===== src/rtl/aes_cbc_dec_chain_pkg.sv =====
`default_nettype none
// ============================================================================
// Module      : aes_cbc_dec_chain_pkg
// Description : Shared types for the CBC decryption chaining wrapper.
//               AES_BLOCK_W - AES block width in bits
//               cbc_mask_t  - one mask-queue entry: chaining mask + tlast
//               in_state_e  - input-side FSM encoding
// Revision    : 1.0 - initial release
// ============================================================================
package aes_cbc_dec_chain_pkg;

  localparam int AES_BLOCK_W = 128;

  typedef struct packed {
    logic [AES_BLOCK_W-1:0] mask;
    logic                   last;
  } cbc_mask_t;

  typedef enum logic [1:0] {
    ST_WAIT_IV = 2'd0,
    ST_FIRST   = 2'd1,
    ST_CHAIN   = 2'd2
  } in_state_e;

endpackage : aes_cbc_dec_chain_pkg
`default_nettype wire


===== src/rtl/aes_sync_fifo.sv =====
`default_nettype none
// ============================================================================
// Module      : aes_sync_fifo
// Description : Single-clock first-word-fall-through FIFO. head_o always
//               shows the oldest entry (stale when empty_o is high).
//               A push while full is accepted only if a pop happens in the
//               same cycle; a pop while empty is ignored.
// Ports       : clk, resetn       - clock, asynchronous active-low reset
//               push_i, data_i    - write request and data
//               pop_i             - read request (removes head)
//               head_o            - oldest entry
//               full_o, empty_o   - occupancy flags
// Revision    : 1.0 - initial release
// ============================================================================
module aes_sync_fifo #(
  parameter int WIDTH = 129,
  parameter int DEPTH = 32      // must be a power of two
) (
  input  logic             clk,
  input  logic             resetn,
  input  logic             push_i,
  input  logic [WIDTH-1:0] data_i,
  input  logic             pop_i,
  output logic [WIDTH-1:0] head_o,
  output logic             full_o,
  output logic             empty_o
);

  localparam int AW = (DEPTH > 1) ? $clog2(DEPTH) : 1;
  localparam logic [AW:0] FULL_COUNT = (AW+1)'(DEPTH);

  logic [WIDTH-1:0] mem_q [DEPTH];
  logic [AW-1:0]    wr_ptr_q;
  logic [AW-1:0]    rd_ptr_q;
  logic [AW:0]      count_q;

  logic do_push;
  logic do_pop;

  always_comb begin
    empty_o = (count_q == '0);
    full_o  = (count_q == FULL_COUNT);
    do_pop  = pop_i && !empty_o;
    do_push = push_i && (!full_o || do_pop);
    head_o  = mem_q[rd_ptr_q];
  end

  always_ff @(posedge clk or negedge resetn) begin
    if (!resetn) begin
      wr_ptr_q <= '0;
      rd_ptr_q <= '0;
      count_q  <= '0;
    end else begin
      if (do_push) wr_ptr_q <= wr_ptr_q + AW'(1);
      if (do_pop)  rd_ptr_q <= rd_ptr_q + AW'(1);
      if (do_push && !do_pop)      count_q <= count_q + (AW+1)'(1);
      else if (do_pop && !do_push) count_q <= count_q - (AW+1)'(1);
    end
  end

  // Storage needs no reset: entries are only read after being written.
  always_ff @(posedge clk) begin
    if (do_push) mem_q[wr_ptr_q] <= data_i;
  end

endmodule : aes_sync_fifo
`default_nettype wire


===== src/rtl/aes_cbc_dec_chain.sv =====
`default_nettype none
// ============================================================================
// Module      : aes_cbc_dec_chain
// Description : CBC-mode chaining wrapper around a pipelined AES inverse
//               cipher. Ciphertext is forwarded to the cipher through a
//               register stage while the matching chaining mask (IV for the
//               first block of a packet, else the previous ciphertext) is
//               queued. Cipher output is XORed with the queued mask to give
//               plaintext.
// Ports       : clk, resetn              - clock, async active-low reset
//               iv_i, iv_valid_i         - IV load
//               s_ct_*                   - ciphertext AXI-Stream in
//               m_cph_*                  - blocks to inverse cipher
//               s_dec_*                  - decrypted blocks from cipher
//               m_pt_*                   - plaintext AXI-Stream out
//               err_o                    - sticky underflow / tlast error
// Revision    : 1.0 - initial release
// ============================================================================
module aes_cbc_dec_chain
  import aes_cbc_dec_chain_pkg::*;
#(
  parameter int TDATA_WIDTH = 128,
  parameter int FIFO_DEPTH  = 32
) (
  input  logic                   clk,
  input  logic                   resetn,
  input  logic [TDATA_WIDTH-1:0] iv_i,
  input  logic                   iv_valid_i,
  input  logic [TDATA_WIDTH-1:0] s_ct_tdata,
  input  logic                   s_ct_tvalid,
  input  logic                   s_ct_tlast,
  output logic                   s_ct_tready,
  output logic [TDATA_WIDTH-1:0] m_cph_tdata,
  output logic                   m_cph_tvalid,
  output logic                   m_cph_tlast,
  input  logic                   m_cph_tready,
  input  logic [TDATA_WIDTH-1:0] s_dec_tdata,
  input  logic                   s_dec_tvalid,
  input  logic                   s_dec_tlast,
  output logic                   s_dec_tready,
  output logic [TDATA_WIDTH-1:0] m_pt_tdata,
  output logic                   m_pt_tvalid,
  output logic                   m_pt_tlast,
  input  logic                   m_pt_tready,
  output logic                   err_o
);

  in_state_e              state_q, state_d;
  logic [TDATA_WIDTH-1:0] iv_q;
  logic [TDATA_WIDTH-1:0] prev_ct_q;

  logic                   cph_valid_q;
  logic                   cph_last_q;
  logic [TDATA_WIDTH-1:0] cph_data_q;

  logic                   pt_valid_q;
  logic                   pt_last_q;
  logic [TDATA_WIDTH-1:0] pt_data_q;
  logic                   err_q;

  logic                   fifo_full;
  logic                   fifo_empty;
  cbc_mask_t              push_entry;
  cbc_mask_t              head_entry;

  logic                   ct_ready;
  logic                   ct_acc;
  logic                   dec_ready;
  logic                   dec_acc;
  logic                   fifo_pop;
  logic                   err_set;
  logic [TDATA_WIDTH-1:0] dec_mask;

  // --------------------------------------------------------------------------
  // Input side: FSM and handshake
  // --------------------------------------------------------------------------
  always_comb begin
    ct_ready = (state_q != ST_WAIT_IV) && !fifo_full &&
               (!cph_valid_q || m_cph_tready);
    ct_acc   = s_ct_tvalid && ct_ready;

    // The mask is taken from the registered IV, so an IV arriving in the
    // same cycle as a first-block accept only applies to the next packet.
    push_entry.mask = (state_q == ST_FIRST) ? iv_q : prev_ct_q;
    push_entry.last = s_ct_tlast;
  end

  always_comb begin
    state_d = state_q;
    case (state_q)
      ST_WAIT_IV: if (iv_valid_i)              state_d = ST_FIRST;
      ST_FIRST:   if (ct_acc && !s_ct_tlast)   state_d = ST_CHAIN;
      ST_CHAIN:   if (ct_acc && s_ct_tlast)    state_d = ST_FIRST;
      default:                                 state_d = ST_WAIT_IV;
    endcase
  end

  always_ff @(posedge clk or negedge resetn) begin
    if (!resetn) begin
      state_q   <= ST_WAIT_IV;
      iv_q      <= '0;
      prev_ct_q <= '0;
    end else begin
      state_q <= state_d;
      if (iv_valid_i) iv_q      <= iv_i;
      if (ct_acc)     prev_ct_q <= s_ct_tdata;
    end
  end

  // Register stage towards the cipher; the block is forwarded unmodified.
  always_ff @(posedge clk or negedge resetn) begin
    if (!resetn) begin
      cph_valid_q <= 1'b0;
      cph_last_q  <= 1'b0;
      cph_data_q  <= '0;
    end else if (ct_acc) begin
      cph_valid_q <= 1'b1;
      cph_last_q  <= s_ct_tlast;
      cph_data_q  <= s_ct_tdata;
    end else if (m_cph_tready) begin
      cph_valid_q <= 1'b0;
    end
  end

  // --------------------------------------------------------------------------
  // Mask queue
  // --------------------------------------------------------------------------
  aes_sync_fifo #(
    .WIDTH ($bits(cbc_mask_t)),
    .DEPTH (FIFO_DEPTH)
  ) u_mask_fifo (
    .clk     (clk),
    .resetn  (resetn),
    .push_i  (ct_acc),
    .data_i  (push_entry),
    .pop_i   (fifo_pop),
    .head_o  (head_entry),
    .full_o  (fifo_full),
    .empty_o (fifo_empty)
  );

  // --------------------------------------------------------------------------
  // Output side
  // --------------------------------------------------------------------------
  always_comb begin
    // Held low until an IV is loaded so the port idles at 0 out of reset;
    // nothing can be in flight before the first IV anyway.
    dec_ready = (state_q != ST_WAIT_IV) && (!pt_valid_q || m_pt_tready);
    dec_acc   = s_dec_tvalid && dec_ready;
    fifo_pop  = dec_acc && !fifo_empty;
    dec_mask  = fifo_empty ? '0 : head_entry.mask;
    err_set   = dec_acc && (fifo_empty || (s_dec_tlast != head_entry.last));
  end

  always_ff @(posedge clk or negedge resetn) begin
    if (!resetn) begin
      pt_valid_q <= 1'b0;
      pt_last_q  <= 1'b0;
      pt_data_q  <= '0;
    end else if (dec_acc) begin
      pt_valid_q <= 1'b1;
      pt_last_q  <= s_dec_tlast;
      pt_data_q  <= s_dec_tdata ^ dec_mask;
    end else if (m_pt_tready) begin
      pt_valid_q <= 1'b0;
    end
  end

  always_ff @(posedge clk or negedge resetn) begin
    if (!resetn)      err_q <= 1'b0;
    else if (err_set) err_q <= 1'b1;
  end

  assign s_ct_tready  = ct_ready;
  assign m_cph_tdata  = cph_data_q;
  assign m_cph_tvalid = cph_valid_q;
  assign m_cph_tlast  = cph_last_q;
  assign s_dec_tready = dec_ready;
  assign m_pt_tdata   = pt_data_q;
  assign m_pt_tvalid  = pt_valid_q;
  assign m_pt_tlast   = pt_last_q;
  assign err_o        = err_q;

endmodule : aes_cbc_dec_chain
`default_nettype wire


===== config.mk =====
export PLATFORM = sky130hd
export DESIGN_NAME = aes_cbc_dec_chain
export DESIGN_NICKNAME = d
export VERILOG_FILES = /design/src/rtl/aes_cbc_dec_chain_pkg.sv /design/src/rtl/aes_sync_fifo.sv /design/src/rtl/aes_cbc_dec_chain.sv
export SDC_FILE = /design/constraint.sdc
export NUM_CORES = 2
export LEC_CHECK = 0
export CORE_ASPECT_RATIO = 2
export CORE_MARGIN = 4
export CORE_UTILIZATION = 40
export CTS_CLUSTER_DIAMETER = 80
export DETAILED_ROUTE_END_ITERATION = 7
export DONT_BUFFER_PORTS = 1
export GPL_ROUTABILITY_DRIVEN = 0
export PLACE_DENSITY = 0.6
export SETUP_SLACK_MARGIN = 0.4
export SYNTH_ARGS = -nofsm -noshare
export SYNTH_HDL_FRONTEND = slang
export SYNTH_MEMORY_MAX_BITS = 65536
export SYNTH_SLANG_ARGS = --single-unit

===== constraint.sdc =====
create_clock -name clk -period 12.2 [get_ports clk]
set_clock_uncertainty 0.2 [all_clocks]
set_input_delay 2.44 -clock clk [delete_from_list [all_inputs] [get_ports clk]]
set_output_delay 2.44 -clock clk [all_outputs]
set_load 0.02 [all_outputs]

# Word level (Yosys, flattened, before mapping)

Memory sizes are Yosys's and may differ from the RTL's.
Index checks and enable logic that the tools add are counted.

Register bits: 407
RAM bits: 4128
Output and inout bits: 263
Word-level logic and storage cells: 70
Memories kept: 1

Add/sub/neg operators: 4
Equal/unequal tests: 7
Mux-type cells: 14
Bitwise logic cells: 1
Reductions and logical operators: 31

Memories:

| name              | depth | width | rd ports | clocked after Yosys merged registers in | wr ports | line                | RTL |
|---|---|---|---|---|---|---|---|
| u_mask_fifo.mem_q | 32    | 129   | 1        | 0                                       | 1        | aes_sync_fifo.sv:32 | `logic [WIDTH-1:0] mem_q [DEPTH];` |

Operators with widths:

| kind                  | count |
|---|---|
| $mux W128             | 2 |
| $xor A128 B128 Y128   | 1 |
| $logic_and A1 B1 Y1   | 13 |
| $mux W6               | 2 |
| $add A5 B1 Y5 const B | 2 |
| $reduce_bool A2 Y1    | 4 |
| $logic_not A1 Y1      | 7 |
| $add A6 B1 Y6 const B | 1 |
| $eq A6 B6 Y1 const B  | 1 |
| $logic_not A6 Y1      | 1 |
| $mux W1               | 6 |
| $mux W2               | 3 |
| $pmux W2 S3           | 1 |
| $sub A6 B1 Y6 const B | 1 |
| $logic_or A1 B1 Y1    | 4 |
| $ne A2 B2 Y1 const B  | 2 |
| $reduce_and A3 Y1     | 1 |
| $eq A2 B1 Y1 const B  | 1 |
| $eq A2 B2 Y1 const B  | 1 |
| $logic_not A2 Y1      | 1 |
| $ne A2 B1 Y1 const B  | 1 |
| $ne A1 B1 Y1          | 1 |

# Depth between registers and ports, before layout

Word-level depth: 12
Mapped depth: 15
Gate-level depth less buffers: 14

# Modules after synthesis

From an unflattened synthesis, not the netlist that was laid out.

Cells, all modules: 8329
Area, all modules: 175375.7 um2

Modules (own cells, without submodules):

| module            | instances | cells each | area an instance (um2) | sequential area each (um2) |
|---|---|---|---|---|
| aes_sync_fifo     | 1         | 7071       | 156815.4               | 124359.3 |
| aes_cbc_dec_chain | 1         | 1258       | 18560.3                | 9784.4 |

# Worst setup path before layout

No wires, ideal clock.

Path kind: input -> register
From: input port m_cph_tready
To: memory u_mask_fifo.mem_q[30][0] (enable)
Arrival: 8.792 ns
Slack: 2.589 ns
Stages: 6
Cell sequence: nand2b_1 -> o2111ai_1 -> inv_2 -> clkbuf_1 -> nand2_1 -> nor2_1

Word-level cells in the longest chain between the ends: 6

Ends and longest elaborated chain:

| element                       | line                    | RTL |
|---|---|---|
| start: declaration            | aes_cbc_dec_chain.sv:36 | `input logic m_cph_tready,` |
| $logic_or A1 B1 Y1            | aes_cbc_dec_chain.sv:79 | `(!cph_valid_q \|\| m_cph_tready);` |
| $logic_and A1 B1 Y1           | aes_cbc_dec_chain.sv:78 | `ct_ready = (state_q != ST_WAIT_IV) && !fifo_full &&` |
| $logic_and A1 B1 Y1           | aes_cbc_dec_chain.sv:80 | `ct_acc = s_ct_tvalid && ct_ready;` |
| $logic_and A1 B1 Y1           | aes_sync_fifo.sv:44     | `do_push = push_i && (!full_o \|\| do_pop);` |
| $mux W1                       | aes_sync_fifo.sv:63     | `if (do_push) mem_q[wr_ptr_q] <= data_i;` |
| $mux W1 (implied by the code) | aes_sync_fifo.sv:63     |  |
| end: declaration              | aes_sync_fifo.sv:32     |  |

Every way passes these cells.

# Worst setup path after layout

From: input port m_cph_tready
To: memory u_mask_fifo.mem_q[23][53] (enable)

Same word-level chain as after synthesis.

==> out/results.ini <==
[status]
status=finished, final reports clean

[yosys]
synth_most_common_cell=edfxtp_1
synthMuxAreaShare=0.1517
yosys.area_share.simple=0.03589
synth_common_cells=4128 x edfxtp_1, 688 x mux2_2, 641 x mux4_2, 533 x nand2_1, 432 x mux2i_1
synthFlopType=edfxtp_1
ys_types=51
synth_compound_area_frac=0.02909
avgSynthCellArea_um2=19.46
synth_top_cell_by_area=edfxtp_1
syn_inst=9040
netlist_top_cells_area=edfxtp_1 70%, mux4_2 8.2%, dfrtp_1 5.8%
synth_top_family_by_area=multiplexers
synth-seq-cells=4535
synth-edff-count=4128
syn-cell-area_um2=175900
seq_area_frac_synth=0.7625
ys_warn_count=0
async_reset_ff_frac=0.08975
synthXorXnorAreaFrac=0.006969
syn-num-nets=9444
yosysTopAreaCellShare=0.7046
synth_fa_ha_area_frac=0.0008249

[setup_path]
criticalPathCategory=input port to flip-flop
path_cells=nand2b_1 > o2111ai_4 > inv_6 > buf_4 > nand2_1 > nor2_4 > buf_4 > buf_4
critPathTopFamily=buffers and inverters
crit_arrival_ns=6.88
cpPeakStageDelay_ns=0.93
cp-end-kind=flip-flop
cp.required_ns=12.55
critPathBufInv=4
crit_slowest_cell=buf_4
crit_path_start_kind=input port
crit_path_frequent_cell=buf_4
cp_max_fo=67

[detailed_routing]
vias=87040
drt_iter0_markers=7558
drc=0
wl_per_cell_um=31.90
postRouteAntennaNets=0
first_pass_iters=5
vias_per_cell=5.736
routed_wl_mm=484.1

[clocking]
cts_buffers=397
hold_buffers=0
cts_resized=0
cts.sinks=4535
clk_latency_ns=0.95
path_clk_slew_ns=0.06
clockRootBuffer=clkbuf_16
cts_tree=built
clock_path_buffers=4
cts_max_level=5
cts_setup_buffers=0

[die]
ioPinCount=656
initial_core_util=0.4011
die_h_um=945.9
fp-row-count=344
placeableCoreArea_um2=438600
die-area_um2=451200
die_x_um=477.0

[global_route]
overflow=0
grt_first_pass_wirelength_mm=682.9
grt_pass1_vias=91850
grt_max_degree=190
antenna_found_initial=18
grt_usage=0.2092

[hold_path]
hold_class=flip-flop to flip-flop

[sta]
rsz0062_at_grt=no
fin_crit_ns=6.535
fin_tns_setup_ns=0
maxSlewViolCount=0
max_freq_mhz=153.0
worst_pin_slew_ns=1.422
setup_viol_count_final=0
finalCritPeriodShare=0.5357
finalHoldViolCount=0
relSlewSlack=0.04494

[placed_design]
dpl_cell_area_um2=183300
port_buffers=0
dpl.hpwl_mm=280.9

[pwr]
p_leak_nw=63.46
power.total_mw=50.48
ir_drop_mv=0.2444
powerDensity_nw_per_um2=257.2

[layout]
final_area_um2=196300
layout-drive-gt1-share=0.2431
num-fill-cells=36810
nNetsFinal=9535
areaGrowthSynthToFinish_pct=11.57

[job]
maxCapViolCount=0

==> cell type report <==
type                       instances  area [um2]  area share
sequential                      4535      134200      0.6835
antenna                            8       20.02   0.0001020
tap                             5709        7143     0.03639
multi-input combinational       3972       40040      0.2040
clock inverter                   236        2435     0.01240
clock buffer                     490       10530     0.05367
inverter                           9       38.79   0.0001976
timing repair buffer             216        1919    0.009778
==> cell usage in the layout, fill, tap and decap left out, types with 16 or more instances in the layout <==
cell type,count
mux2_1,16
clkinv_2,63
a211oi_1,163
clkinvlp_4,21
buf_4,193
nor3_1,127
o22ai_1,257
nor2_1,323
clkbuf_16,403
bufinv_16,41
clkinv_1,67
inv_6,22
nor2b_1,166
buf_12,19
clkbuf_1,73
a2111oi_0,123
o21ai_1,129
mux2i_1,432
mux2_2,688
xor2_1,131
mux4_2,641
nand2_1,531
dfrtp_1,404
a2111oi_2,28
nor2_4,32
edfxtp_1,4128
nor4_2,86
==> stage by stage <==
stage	worst slack [ns]	hold WS (ns)	instances	util
2_1_floorplan	2.589	0.2609	9040	-
3_3_place_gp	4.765	0.2832	14440	0.4178
3_5_place_dp	4.665	0.2905	14440	0.4178
4_1_cts	5.659	0.3045	15170	0.4474
5_1_grt	5.464	0.3159	15170	0.4475
6_report	5.665	0.3021	15180	0.4475
==> report_power, final <==
| part | total (mW) | internal [mW] | switching, mW | leakage (nW) |
|---|---|---|---|---|
| registers | 21.6 | 20.4 | 1.23 | 42.2 |
| clock network | 12.8 | 7.04 | 5.73 | 6.30 |
| logic | 16.1 | 5.15 | 10.9 | 14.9 |
==> final timing paths <==
check	startpoint	end	slack [ns]	depth (start not counted)
setup reg to reg	u_mask_fifo.count_q[0]	u_mask_fifo.mem_q[23][53]	6.06	8
hold / removal	iv_q[44]	iv_q[44]	0.30	1
min in group asynchronous	resetn	m_cph_tdata[17]	1.00	0
setup / recovery	m_cph_tready	u_mask_fifo.mem_q[23][53]	5.66	8
max in group asynchronous	resetn	m_pt_tdata[103]	8.84	3
hold reg to reg	iv_q[44]	iv_q[44]	0.30	1
==> layer usage <==
layer / wire length (um) / GRT usage / up-vias / share of wire
met5: 85 / 0 / - / 0.00018
met4: 21690 / 0.08370 / 12 / 0.045
li1: - / - / 36450 / -
met2: 256600 / 0.3804 / 3239 / 0.53
met1: 178100 / 0.2498 / 46540 / 0.37
met3: 27650 / 0.02826 / 797 / 0.057
==> registers in the layout, summed over array words and instances (netlist names), 2 cells and up <==
name,count
u_mask_fifo.mem_q,4128
iv_q,128
m_cph_tdata,128
m_pt_tdata,128
u_mask_fifo.count_q,6
u_mask_fifo.rd_ptr_q,5
u_mask_fifo.wr_ptr_q,5
state_q,2
==> cell families (layout without fill, tap and decap cells) <==
logic type,after synthesis,after routing
XOR/XNOR,140,140
AND/OR/NAND/NOR,1304,1304
multiplexers,1777,1777
adder cells (fa/ha/maj),11,11
AO/OA/AOI/OAI,740,740
flip-flops,4535,4535
buffers and inverters,533,951
other,0,8
==> worst register-to-register path, stage by stage, from the launching register on <==
cell and delay, ns:
dfrtp_1 0.45, or4_1 0.75, o2111ai_4 0.27, inv_6 0.33
buf_4 0.72, nand2_1 0.82, nor2_4 0.25, buf_4 0.93
buf_4 0.92
Power figures use the tool's default switching activity.
